### src/rtl/smith_waterman_rd_ctrl_if.sv
// ----------------------------------------------------------------------------
// smith_waterman_rd_ctrl_if
//   Bundles the memory read port (request/response) and the FIFO enqueue side
//   used by smith_waterman_rd_ctrl.
//   master : controller side (drives requests and FIFO enqueues)
//   slave  : memory / FIFO side
//   Signals:
//     rd_req_valid, rd_req_addr[ADDR_W]  request toward memory
//     rd_req_ready                       memory accepts request this cycle
//     rd_rsp_valid, rd_rsp_data[512]     in-order read response
//     fifo_enq_en, fifo_enq_data[512]    FIFO enqueue
//     fifo_count[$clog2(FIFO_DEPTH)+1]   current FIFO byte occupancy
// ----------------------------------------------------------------------------
interface smith_waterman_rd_ctrl_if #(
   parameter int ADDR_W     = 42,
   parameter int FIFO_DEPTH = 512
);
   logic                          rd_req_valid;
   logic [ADDR_W-1:0]             rd_req_addr;
   logic                          rd_req_ready;
   logic                          rd_rsp_valid;
   logic [511:0]                  rd_rsp_data;
   logic                          fifo_enq_en;
   logic [511:0]                  fifo_enq_data;
   logic [$clog2(FIFO_DEPTH):0]   fifo_count;

   modport master (
      output rd_req_valid, rd_req_addr, fifo_enq_en, fifo_enq_data,
      input  rd_req_ready, rd_rsp_valid, rd_rsp_data, fifo_count
   );

   modport slave (
      input  rd_req_valid, rd_req_addr, fifo_enq_en, fifo_enq_data,
      output rd_req_ready, rd_rsp_valid, rd_rsp_data, fifo_count
   );
endinterface

### src/rtl/smith_waterman_rd_ctrl.sv
// ----------------------------------------------------------------------------
// smith_waterman_rd_ctrl
//   Streams a sequence string from host memory into the smith_waterman byte
//   FIFO. Issues 64-byte line reads under credit flow control (FIFO occupancy
//   plus in-flight lines) and a cap on in-flight requests, forwards responses
//   as FIFO enqueues through a one-cycle register, and pulses done after the
//   last enqueue.
//   Ports:
//     clk, reset_n (async, active low)
//     start       one-cycle pulse, sampled only in IDLE
//     base_addr   first line address, latched on start
//     num_lines   line count, latched on start
//     busy        high in ISSUE or DRAIN
//     done        one-cycle pulse in DONE
//     bus         smith_waterman_rd_ctrl_if.master (memory + FIFO side)
//   Optional (macro SW_RD_CTRL_PERF_EN):
//     perf_busy_cycles   saturating count of busy cycles
//     perf_credit_stall  saturating count of ISSUE cycles blocked by credit/cap
// ----------------------------------------------------------------------------
module smith_waterman_rd_ctrl #(
   parameter int FIFO_DEPTH      = 512,
   parameter int ADDR_W          = 42,
   parameter int LEN_W           = 32,
   parameter int MAX_OUTSTANDING = 8
) (
   input  logic              clk,
   input  logic              reset_n,
   input  logic              start,
   input  logic [ADDR_W-1:0] base_addr,
   input  logic [LEN_W-1:0]  num_lines,
   output logic              busy,
   output logic              done,
`ifdef SW_RD_CTRL_PERF_EN
   output logic [31:0]       perf_busy_cycles,
   output logic [31:0]       perf_credit_stall,
`endif
   smith_waterman_rd_ctrl_if.master bus
);

   localparam int CW = $clog2(FIFO_DEPTH) + 5;
   localparam int OW = $clog2(MAX_OUTSTANDING + 1);

   typedef enum logic [1:0] {S_IDLE, S_ISSUE, S_DRAIN, S_DONE} state_e;

   state_e            state_q, state_d;
   logic [ADDR_W-1:0] base_q;
   logic [LEN_W-1:0]  num_q;
   logic [LEN_W-1:0]  issued_q;
   logic [LEN_W-1:0]  received_q;
   logic [OW-1:0]     outstanding_q;
   logic              rsp_vld_q;
   logic [511:0]      rsp_data_q;

   logic              active;
   logic              issue_pend;
   logic              cap_ok;
   logic              credit_ok;
   logic              req_valid;
   logic              xfer;
   logic              rsp_accept;
   logic              start_acc;
   logic [CW-1:0]     credit_need;
   logic [OW-1:0]     awaiting;

   always_comb begin
      credit_need = CW'(bus.fifo_count) + (CW'(outstanding_q) + CW'(1)) * CW'(64);
      credit_ok   = credit_need < CW'(FIFO_DEPTH);
      cap_ok      = outstanding_q < OW'(MAX_OUTSTANDING);
      issue_pend  = (state_q == S_ISSUE) && (issued_q < num_q);
      active      = (state_q == S_ISSUE) || (state_q == S_DRAIN);
      // outstanding still includes a line parked in the response register;
      // only lines without a response yet may legally receive one.
      awaiting    = outstanding_q - OW'(rsp_vld_q);
      rsp_accept  = bus.rd_rsp_valid && active && (awaiting != '0);
      start_acc   = (state_q == S_IDLE) && start;
   end

   // FSM: state register
   always_ff @(posedge clk or negedge reset_n) begin
      if (!reset_n) state_q <= S_IDLE;
      else          state_q <= state_d;
   end

   // FSM: next state
   always_comb begin
      state_d = state_q;
      unique case (state_q)
         S_IDLE:  if (start) state_d = (num_lines == '0) ? S_DONE : S_ISSUE;
         S_ISSUE: if (issued_q == num_q) state_d = S_DRAIN;
         S_DRAIN: if (received_q == num_q) state_d = S_DONE;
         S_DONE:  state_d = S_IDLE;
         default: state_d = S_IDLE;
      endcase
   end

   // FSM: outputs
   always_comb begin
      busy      = (state_q == S_ISSUE) || (state_q == S_DRAIN);
      done      = (state_q == S_DONE);
      req_valid = issue_pend && cap_ok && credit_ok;
      xfer      = req_valid && bus.rd_req_ready;
   end

   assign bus.rd_req_valid  = req_valid;
   assign bus.rd_req_addr   = base_q + ADDR_W'(issued_q);
   assign bus.fifo_enq_en   = rsp_vld_q;
   assign bus.fifo_enq_data = rsp_data_q;

   always_ff @(posedge clk or negedge reset_n) begin
      if (!reset_n) begin
         base_q        <= '0;
         num_q         <= '0;
         issued_q      <= '0;
         received_q    <= '0;
         outstanding_q <= '0;
         rsp_vld_q     <= 1'b0;
         rsp_data_q    <= '0;
      end else begin
         if (start_acc && (num_lines != '0)) begin
            base_q        <= base_addr;
            num_q         <= num_lines;
            issued_q      <= '0;
            received_q    <= '0;
            outstanding_q <= '0;
         end else begin
            if (xfer)      issued_q   <= issued_q + LEN_W'(1);
            if (rsp_vld_q) received_q <= received_q + LEN_W'(1);
            // in-flight count spans request transfer to its FIFO enqueue
            unique case ({xfer, rsp_vld_q})
               2'b10:   outstanding_q <= outstanding_q + OW'(1);
               2'b01:   outstanding_q <= outstanding_q - OW'(1);
               default: outstanding_q <= outstanding_q;
            endcase
         end
         rsp_vld_q <= rsp_accept;
         if (rsp_accept) rsp_data_q <= bus.rd_rsp_data;
      end
   end

`ifdef SW_RD_CTRL_PERF_EN
   logic [31:0] perf_busy_q;
   logic [31:0] perf_stall_q;
   logic        stall;

   assign stall = issue_pend && !(cap_ok && credit_ok);

   always_ff @(posedge clk or negedge reset_n) begin
      if (!reset_n) begin
         perf_busy_q  <= '0;
         perf_stall_q <= '0;
      end else if (start_acc) begin
         perf_busy_q  <= '0;
         perf_stall_q <= '0;
      end else begin
         if (busy && (perf_busy_q != '1))   perf_busy_q  <= perf_busy_q + 32'd1;
         if (stall && (perf_stall_q != '1)) perf_stall_q <= perf_stall_q + 32'd1;
      end
   end

   assign perf_busy_cycles  = perf_busy_q;
   assign perf_credit_stall = perf_stall_q;
`endif

   // a response with no request waiting for it is a memory-port protocol error
   a_rsp_has_request: assert property (@(posedge clk) disable iff (!reset_n)
      (bus.rd_rsp_valid && active) |-> (awaiting != '0));

endmodule

### src/flat_wrapper.sv
// flat-port wrapper written by rule: the top's interface ports become plain ports
module smith_waterman_rd_ctrl_flat 
#(
   parameter int FIFO_DEPTH      = 512,
   parameter int ADDR_W          = 42,
   parameter int LEN_W           = 32,
   parameter int MAX_OUTSTANDING = 8
)
  (clk, reset_n, start, base_addr, num_lines, busy, done, bus_rd_req_valid, bus_rd_req_addr, bus_fifo_enq_en, bus_fifo_enq_data, bus_rd_req_ready, bus_rd_rsp_valid, bus_rd_rsp_data, bus_fifo_count);
  smith_waterman_rd_ctrl_if #(.ADDR_W(ADDR_W), .FIFO_DEPTH(FIFO_DEPTH)) bus_i ();
  input  logic clk;
  input  logic reset_n;
  input  logic start;
  input  logic [ADDR_W-1:0] base_addr;
  input  logic [LEN_W-1:0] num_lines;
  output logic busy;
  output logic done;
  output wire logic [$bits(bus_i.rd_req_valid)-1:0] bus_rd_req_valid;
  output wire logic [$bits(bus_i.rd_req_addr)-1:0] bus_rd_req_addr;
  output wire logic [$bits(bus_i.fifo_enq_en)-1:0] bus_fifo_enq_en;
  output wire logic [$bits(bus_i.fifo_enq_data)-1:0] bus_fifo_enq_data;
  input wire logic [$bits(bus_i.rd_req_ready)-1:0] bus_rd_req_ready;
  input wire logic [$bits(bus_i.rd_rsp_valid)-1:0] bus_rd_rsp_valid;
  input wire logic [$bits(bus_i.rd_rsp_data)-1:0] bus_rd_rsp_data;
  input wire logic [$bits(bus_i.fifo_count)-1:0] bus_fifo_count;
  assign bus_rd_req_valid = bus_i.rd_req_valid;
  assign bus_rd_req_addr = bus_i.rd_req_addr;
  assign bus_fifo_enq_en = bus_i.fifo_enq_en;
  assign bus_fifo_enq_data = bus_i.fifo_enq_data;
  assign bus_i.rd_req_ready = bus_rd_req_ready;
  assign bus_i.rd_rsp_valid = bus_rd_rsp_valid;
  assign bus_i.rd_rsp_data = bus_rd_rsp_data;
  assign bus_i.fifo_count = bus_fifo_count;
  smith_waterman_rd_ctrl #(.FIFO_DEPTH(FIFO_DEPTH), .ADDR_W(ADDR_W), .LEN_W(LEN_W), .MAX_OUTSTANDING(MAX_OUTSTANDING)) u_core (.clk(clk), .reset_n(reset_n), .start(start), .base_addr(base_addr), .num_lines(num_lines), .busy(busy), .done(done), .bus(bus_i));
endmodule
### config.mk
export PLATFORM = sky130hd
export DESIGN_NAME = smith_waterman_rd_ctrl_flat
export DESIGN_NICKNAME = d
export VERILOG_FILES = /design/src/rtl/smith_waterman_rd_ctrl_if.sv /design/src/rtl/smith_waterman_rd_ctrl.sv /design/src/flat_wrapper.sv
export SDC_FILE = /design/constraint.sdc
export NUM_CORES = 2
export LEC_CHECK = 0
export CAP_MARGIN = 20
export CORE_AREA = 4 4 449 451
export CTS_CLUSTER_DIAMETER = 80
export DETAILED_ROUTE_END_ITERATION = 10
export DIE_AREA = 0 0 453 455
export HOLD_SLACK_MARGIN = 0.06
export PLACE_DENSITY_LB_ADDON = 0.1
export SETUP_SLACK_MARGIN = 0.4
export SLEW_MARGIN = 15
export SYNTH_ARGS = -nofsm -noshare
export SYNTH_HDL_FRONTEND = slang
export SYNTH_SLANG_ARGS = --single-unit
### constraint.sdc
create_clock -name clk -period 3.71 [get_ports clk]
set_input_delay 0.371 -clock clk [delete_from_list [all_inputs] [get_ports clk]]
set_output_delay 0.371 -clock clk [all_outputs]
set_load 0.01 [all_outputs]
# Word level (Yosys, flattened, before mapping)
# Cells that the tools add are included.
[totals]
output_inout_bits = 558
word_cells = 57
in_bits = 601
register_bits = 657
[op_classes]
n_addsub = 8
n_reduce_logical = 17
muxes = 11
magnitude_cmp = 3
n_eq_ne = 10
[op_table]
columns = ["operator", "count"]
rows = [
  ["$mux W32", 4],
  ["$add A32 B1 Y32 const B", 2],
  ["$eq A32 B32 Y1", 2],
  ["$add A42 B32 Y42", 1],
  ["$logic_not A32 Y1", 1],
  ["$lt A32 B32 Y1", 1],
  ["$reduce_bool A32 Y1", 1],
  ["$add A10 B14 Y14", 1],
  ["$lt A14 B10 Y1 const B", 1],
  ["$logic_and A1 B1 Y1", 8],
  ["$mux W2", 4],
  ["$pmux W2 S4", 1],
  ["$pmux W4 S2", 1],
  ["$eq A2 B2 Y1 const B", 3],
  ["$add A4 B1 Y5 const B", 1],
  ["$add A4 B1 Y4 const B", 1],
  ["$eq A2 B1 Y1 const B", 2],
  ["$lt A4 B4 Y1 const B", 1],
  ["$mux W4", 1],
  ["$ne A2 B2 Y1 const B", 2],
  ["$reduce_bool A2 Y1", 2],
  ["$reduce_bool A4 Y1", 1],
  ["$sub A4 B1 Y4", 1],
  ["$sub A4 B1 Y4 const B", 1],
  ["5 further kinds", 5],
]

# Depth between registers and ports, before layout
[logic_depth]
depth_word = 8
depth_mapped = 17
ltp_nobuf = 16

# Worst setup path before layout
# OpenSTA, ideal clock, no wires.
[synth_timing]
kind = "register to register"
startpoint = "register u_core.outstanding_q[0]"
endpoint = "register u_core.outstanding_q[3]"
stages_incl_launch_ff = 16
setup_ns = 0.132
required_time_ns = 3.578
arrival_ns = 3.055
path_buffers = 1
synth_period_minus_slack_ns = 3.186
setup_slack_ns = 0.524
cell_sequence = "dfrtp_1 > ha_1 > ha_1 > a31o_2 > a221oi_2 > o2111ai_2 > nor3_2 > buf_6 > nor2b_1 > ha_1 > a21o_1 > a21oi_1 > nand2_1 > o22ai_1 > xnor2_1 > nor2_1"
[synth_via]
elab_chain_cells = 8
elab_cells_between_ends = 14
classes_between = "4 x add/sub; 2 x order compare; 2 x eq/ne; 2 x mux; 4 x reduce/logical"
[synth_lines]
columns = ["element", "line_no", "source"]
rows = [
  ["start: declaration", "smith_waterman_rd_ctrl.sv:50", "logic [OW-1:0] outstanding_q;"],
  ["start signal: assignment", "smith_waterman_rd_ctrl.sv:130", "2'b10: outstanding_q <= outstanding_q + OW'(1);"],
  ["start signal: assignment", "smith_waterman_rd_ctrl.sv:131", "2'b01: outstanding_q <= outstanding_q - OW'(1);"],
  ["start signal: assignment", "smith_waterman_rd_ctrl.sv:132", "default: outstanding_q <= outstanding_q;"],
  ["$add A4 B1 Y5", "smith_waterman_rd_ctrl.sv:66", "credit_need = CW'(bus.fifo_count) + (CW'(outstanding_q) + CW'(1)) * CW'(64);"],
  ["$add A10 B14 Y14", "smith_waterman_rd_ctrl.sv:66", ""],
  ["$lt A14 B10 Y1", "smith_waterman_rd_ctrl.sv:67", "credit_ok = credit_need < CW'(FIFO_DEPTH);"],
  ["$logic_and A1 B1 Y1", "smith_waterman_rd_ctrl.sv:100", "req_valid = issue_pend && cap_ok && credit_ok;"],
  ["$logic_and A1 B1 Y1", "smith_waterman_rd_ctrl.sv:101", "xfer = req_valid && bus.rd_req_ready;"],
  ["$eq A2 B1 Y1 / $eq A2 B2 Y1 (equally long branches)", "smith_waterman_rd_ctrl.sv:129", "unique case ({xfer, rsp_vld_q})"],
  ["$pmux W4 S2", "smith_waterman_rd_ctrl.sv:129", ""],
  ["$mux W4", "smith_waterman_rd_ctrl.sv:119", "if (start_acc && (num_lines != '0)) begin"],
]
# Several ways; a longest one is shown, not always the timed one.
# A chain may end at the register's enable or synchronous reset.

# Worst setup path after layout
[layout_timing]
startpoint = "register u_core.issued_q[0]"
endpoint = "output bus_rd_req_addr[40]"
[layout_via]
elab_chain_cells = 1
[layout_lines]
columns = ["element", "line_no", "source"]
rows = [
  ["start: declaration", "smith_waterman_rd_ctrl.sv:48", "logic [LEN_W-1:0] issued_q;"],
  ["start signal: assignment", "smith_waterman_rd_ctrl.sv:126", "if (xfer) issued_q <= issued_q + LEN_W'(1);"],
  ["$add A42 B32 Y42", "smith_waterman_rd_ctrl.sv:105", "assign bus.rd_req_addr = base_q + ADDR_W'(issued_q);"],
  ["end: declaration", "flat_wrapper.sv:19", "output wire logic [$bits(bus_i.rd_req_addr)-1:0] bus_rd_req_addr;"],
]
# Every way passes these cells.

==> reports/metrics.yaml <==
outcome:
  status: "finished, violations left"
  violations: "negative setup slack"
layout:
  final_area_um2: 48300
  layout-drive-gt1-share_pct: 26.9
  finalNetCount: 4192
  syn2layout_area_growth_pct: 69.9
critical_path:
  crit_family: "compound AO/OA/AOI/OAI gates"
  timing.rr.start: "u_core.issued_q[1]$_DFFE_PN0P_"
  critPathMaxFanout: 5
  cp_slowest_stage_delay_ps: 400
  critPathSlowestCell: "dfrtp_1"
  worst_setup_path_end_kind: "output pin"
  ff2ff_path_depth: 18
  critPathKind: "reg -> out"
  reg2reg_to: "u_core.outstanding_q[3]$_DFFE_PN0P_"
  cp_data_arrival_time_ps: 3550
  critPathBufInv: 5
  required_ps: 3340
  cp_cell_sequence: "ha_4 -> inv_2 -> fa_2 -> nor2b_4 -> o2111ai_2 -> a31oi_1 -> buf_4 -> o21ai_4 -> buf_6 -> a211oi_4 -> o31ai_4 -> buf_12 -> a21oi_2 -> xor2_1 -> buf_2"
  r2r_slack_ps: 330
  cp-start-kind: "flip-flop"
min_path:
  hold_path.class: "in -> reg"
  hp-start: "base_addr[38]"
  hold_path_depth: 3
  min_to: "u_core.base_q[38]$_DFFE_PN0P_"
clocking:
  cts_root_buf: "clkbuf_16"
  cts.path.max_buffers: 3
  cts_tree: "done"
  cts_buffers: 96
  worstSkewPairLatency_ps: 730
  htree_levels: 3
  clk_pin_slew_worst_paths_ps: 60
  clock-sinks: 657
grt:
  grt_pass1_wl_um: 217000
  grt_max_degree: 68
  antenna_found_initial: 116
  grt_pass1_vias: 24600
  grt-ovfl-total: 0
  grt.total_usage_pct: 15.2
logic_synthesis:
  synthFlopType: "dfrtp_1"
  synthTopCellsByArea: "dfrtp_1 58%, mux2_2 20%, ha_1 3.4%, nand2_1 3.0%, xor2_1 2.8%"
  async_flop_share_pct: 100
  synth.distinct_cells: 60
  synth_cells: 2193
  ys_warn_count: 0
  seq_area_frac_synth_pct: 57.8
  ys_seq_elements: 657
  syn-num-nets: 2874
  synth-edff-count: 0
  syn_area_um2: 28400
  yosysTopAreaCell: "dfrtp_1"
  synth_top_area_share_pct: 57.8
  syn_avg_cell_area_um2: 13.0
floorplanning:
  row_count: 163
  design.core.area_um2: 197000
  die_w_um: 453
  pin_count: 1159
  die_height_um: 455
  dieArea_um2: 206000
  start_util_pct: 14.4
detailed_routing:
  drc: 0
  drt_first_iter_violations: 918
  viasPerCell: 3.65
  vias: 22800
  first_pass_iters: 5
  wl_um: 163000
  wl_per_cell_um: 26.1
  postRouteAntennaNets: 0
sta:
  finalCriticalPeriod_ps: 3920
  grt_setup_unrepaired: "yes"
  slew_viol_final: 0
  relSlewSlack_pct: 40.9
  finalHoldViolations: 0
  fmax_mhz: 255
  worst_slack_ps: -206
  setup_viol: 13
  clock_skew_ps: 32.3
  hold-worst-slack_ps: 185
  worst_pin_slew_ps: 884
  finalCritPeriodShare_pct: 106
power_and_ir_drop:
  p_leak_nw: 20.0
  ir_drop_v: 0.000373
  p_per_area_nw_per_um2: 870
place:
  dpl-instance-area_um2: 44000
  port_buffers: 1152
  gp_congestion: 0.808
  dp_hpwl_um: 133000
job:
  maxCapViolCount: 0
-- worst max-delay path by stage --
stage / start / end / cells after the start
5_1_grt: u_core.base_q[12]$_DFFE_PN0P_ / bus_rd_req_addr[41] / 11
4_1_cts: u_core.base_q[4]$_DFFE_PN0P_ / bus_rd_req_addr[41] / 12
6_report: u_core.issued_q[0]$_DFFE_PN0P_ / bus_rd_req_addr[40] / 15
3_5_place_dp: u_core.base_q[0]$_DFFE_PN0P_ / bus_rd_req_addr[34] / 14
3_3_place_gp: u_core.issued_q[0]$_DFFE_PN0P_ / bus_rd_req_addr[38] / 14
2_1_floorplan: u_core.outstanding_q[0]$_DFFE_PN0P_ / u_core.outstanding_q[3]$_DFFE_PN0P_ / 15
-- worst reg2reg max path: cells and delay by family, from the launching register on --
family                     cells  cell delay, ps
xor gates and xnor gates       1             150
DFF                            1             420
and+or+nand+nor                4             410
buffers and inverters          5             670
AOI/OAI and AO/OA              6            1110
adders and majority gates      2             480
-- metrics by stage --
step	setup slack [ps]	setup TNS [ps]	cells	utilization [%]	total power, mW
2_1_floorplan	524	0	2193	-	20.5
3_3_place_gp	-298	-1880	6014	22.3	32.6
3_5_place_dp	-234	-1290	6014	22.3	32.5
4_1_cts	-381	-4910	6213	24.2	43.0
5_1_grt	-414	-5910	6236	24.5	44.5
6_report	-206	-1990	6246	24.5	42.0
-- cells by family (layout without fill, tap and decap cells) --
logic type               after synthesis  count (layout)  synth area share, %
other                                  0              15                    0
flip-flops                           657             657                 57.8
multiplexers                         515             515                 20.4
XOR/XNOR                             128             128                 3.94
AO/OA/AOI/OAI                        191             191                 4.39
AND/OR/NAND/NOR                      475             475                 7.68
adder cells (fa/ha/maj)               80              80                 3.57
buffers and inverters                147            1545                 2.17
-- cell usage after synthesis, types with 6 or more instances --
cell        n
and3_1     26
mux2_2    512
ha_1       78
xor2_1     91
xnor2_1    37
buf_2      39
or4_1       7
a21o_1     29
o21ai_0    54
clkbuf_1   56
nor2_1     85
nand3_1    36
dfrtp_1   657
nand2_1   226
nand4_1    32
nor3_1      8
o211ai_1   12
nor4_1     21
inv_1      49
nor2b_1    12
or3_1       6
a21oi_1    52
-- timing repair --
item | in CTS | in global routing
pin swaps | 46 | 44
hold buffers | 1 | 0
hold endpoints to repair | 41 | 0
setup buffers | 20 | 18
gates resized for setup | 214 | 60
setup endpoints to repair | 39 | 49
-- report_power, final --
group / total [mW] / internal (mW) / switching, mW
sequential: 12.7 / 10.6 / 2.09
combinational: 19.3 / 10.4 / 8.92
clock: 9.99 / 6.15 / 3.84
total: 42.0 / 27.1 / 14.9
-- layout by cell type, fill, tap and decap left out, drive strengths merged, types with 8 or more instances in the layout --
cell,instances
a21o,29
a21oi,52
and3,26
buf,198
bufinv,12
clkbuf,139
clkdlybuf4s50,1112
clkinv,21
dfrtp,657
diode,15
ha,78
inv,52
mux2,512
nand2,226
nand3,37
nand4,32
nor2,85
nor2b,12
nor3,9
nor4,22
o211ai,12
o21ai,54
or4,8
xnor2,37
xor2,91
-- area by class of cell --
type | count | area, um^2
multi-input combinational | 1389 | 11900
clock inverter | 40 | 569
antenna | 15 | 37.5
inverter | 49 | 184
clock buffer | 138 | 2840
fill | 20900 | 149000
timing repair buffer | 1318 | 13000
sequential | 657 | 16400
tap | 2640 | 3300
-- state kept, by name (all words and copies together) (netlist names) --
name,cells
u_core.base_q,42
u_core.bus.fifo_enq_en,1
u_core.bus.fifo_enq_data,512
u_core.issued_q,32
u_core.received_q,32
u_core.outstanding_q,4
u_core.state_q,2
u_core.num_q,32
-- routing by layer --
layer | up-vias | global-route usage, % | routed length [um]
met1 | 11300 | 16.6 | 59900
met4 | 52 | 3.05 | 3640
met5 | - | 0 | 338
li1 | 10400 | - | -
met3 | 305 | 6.14 | 13400
met2 | 772 | 27.8 | 85700
(Power assumes the default switching activity.)
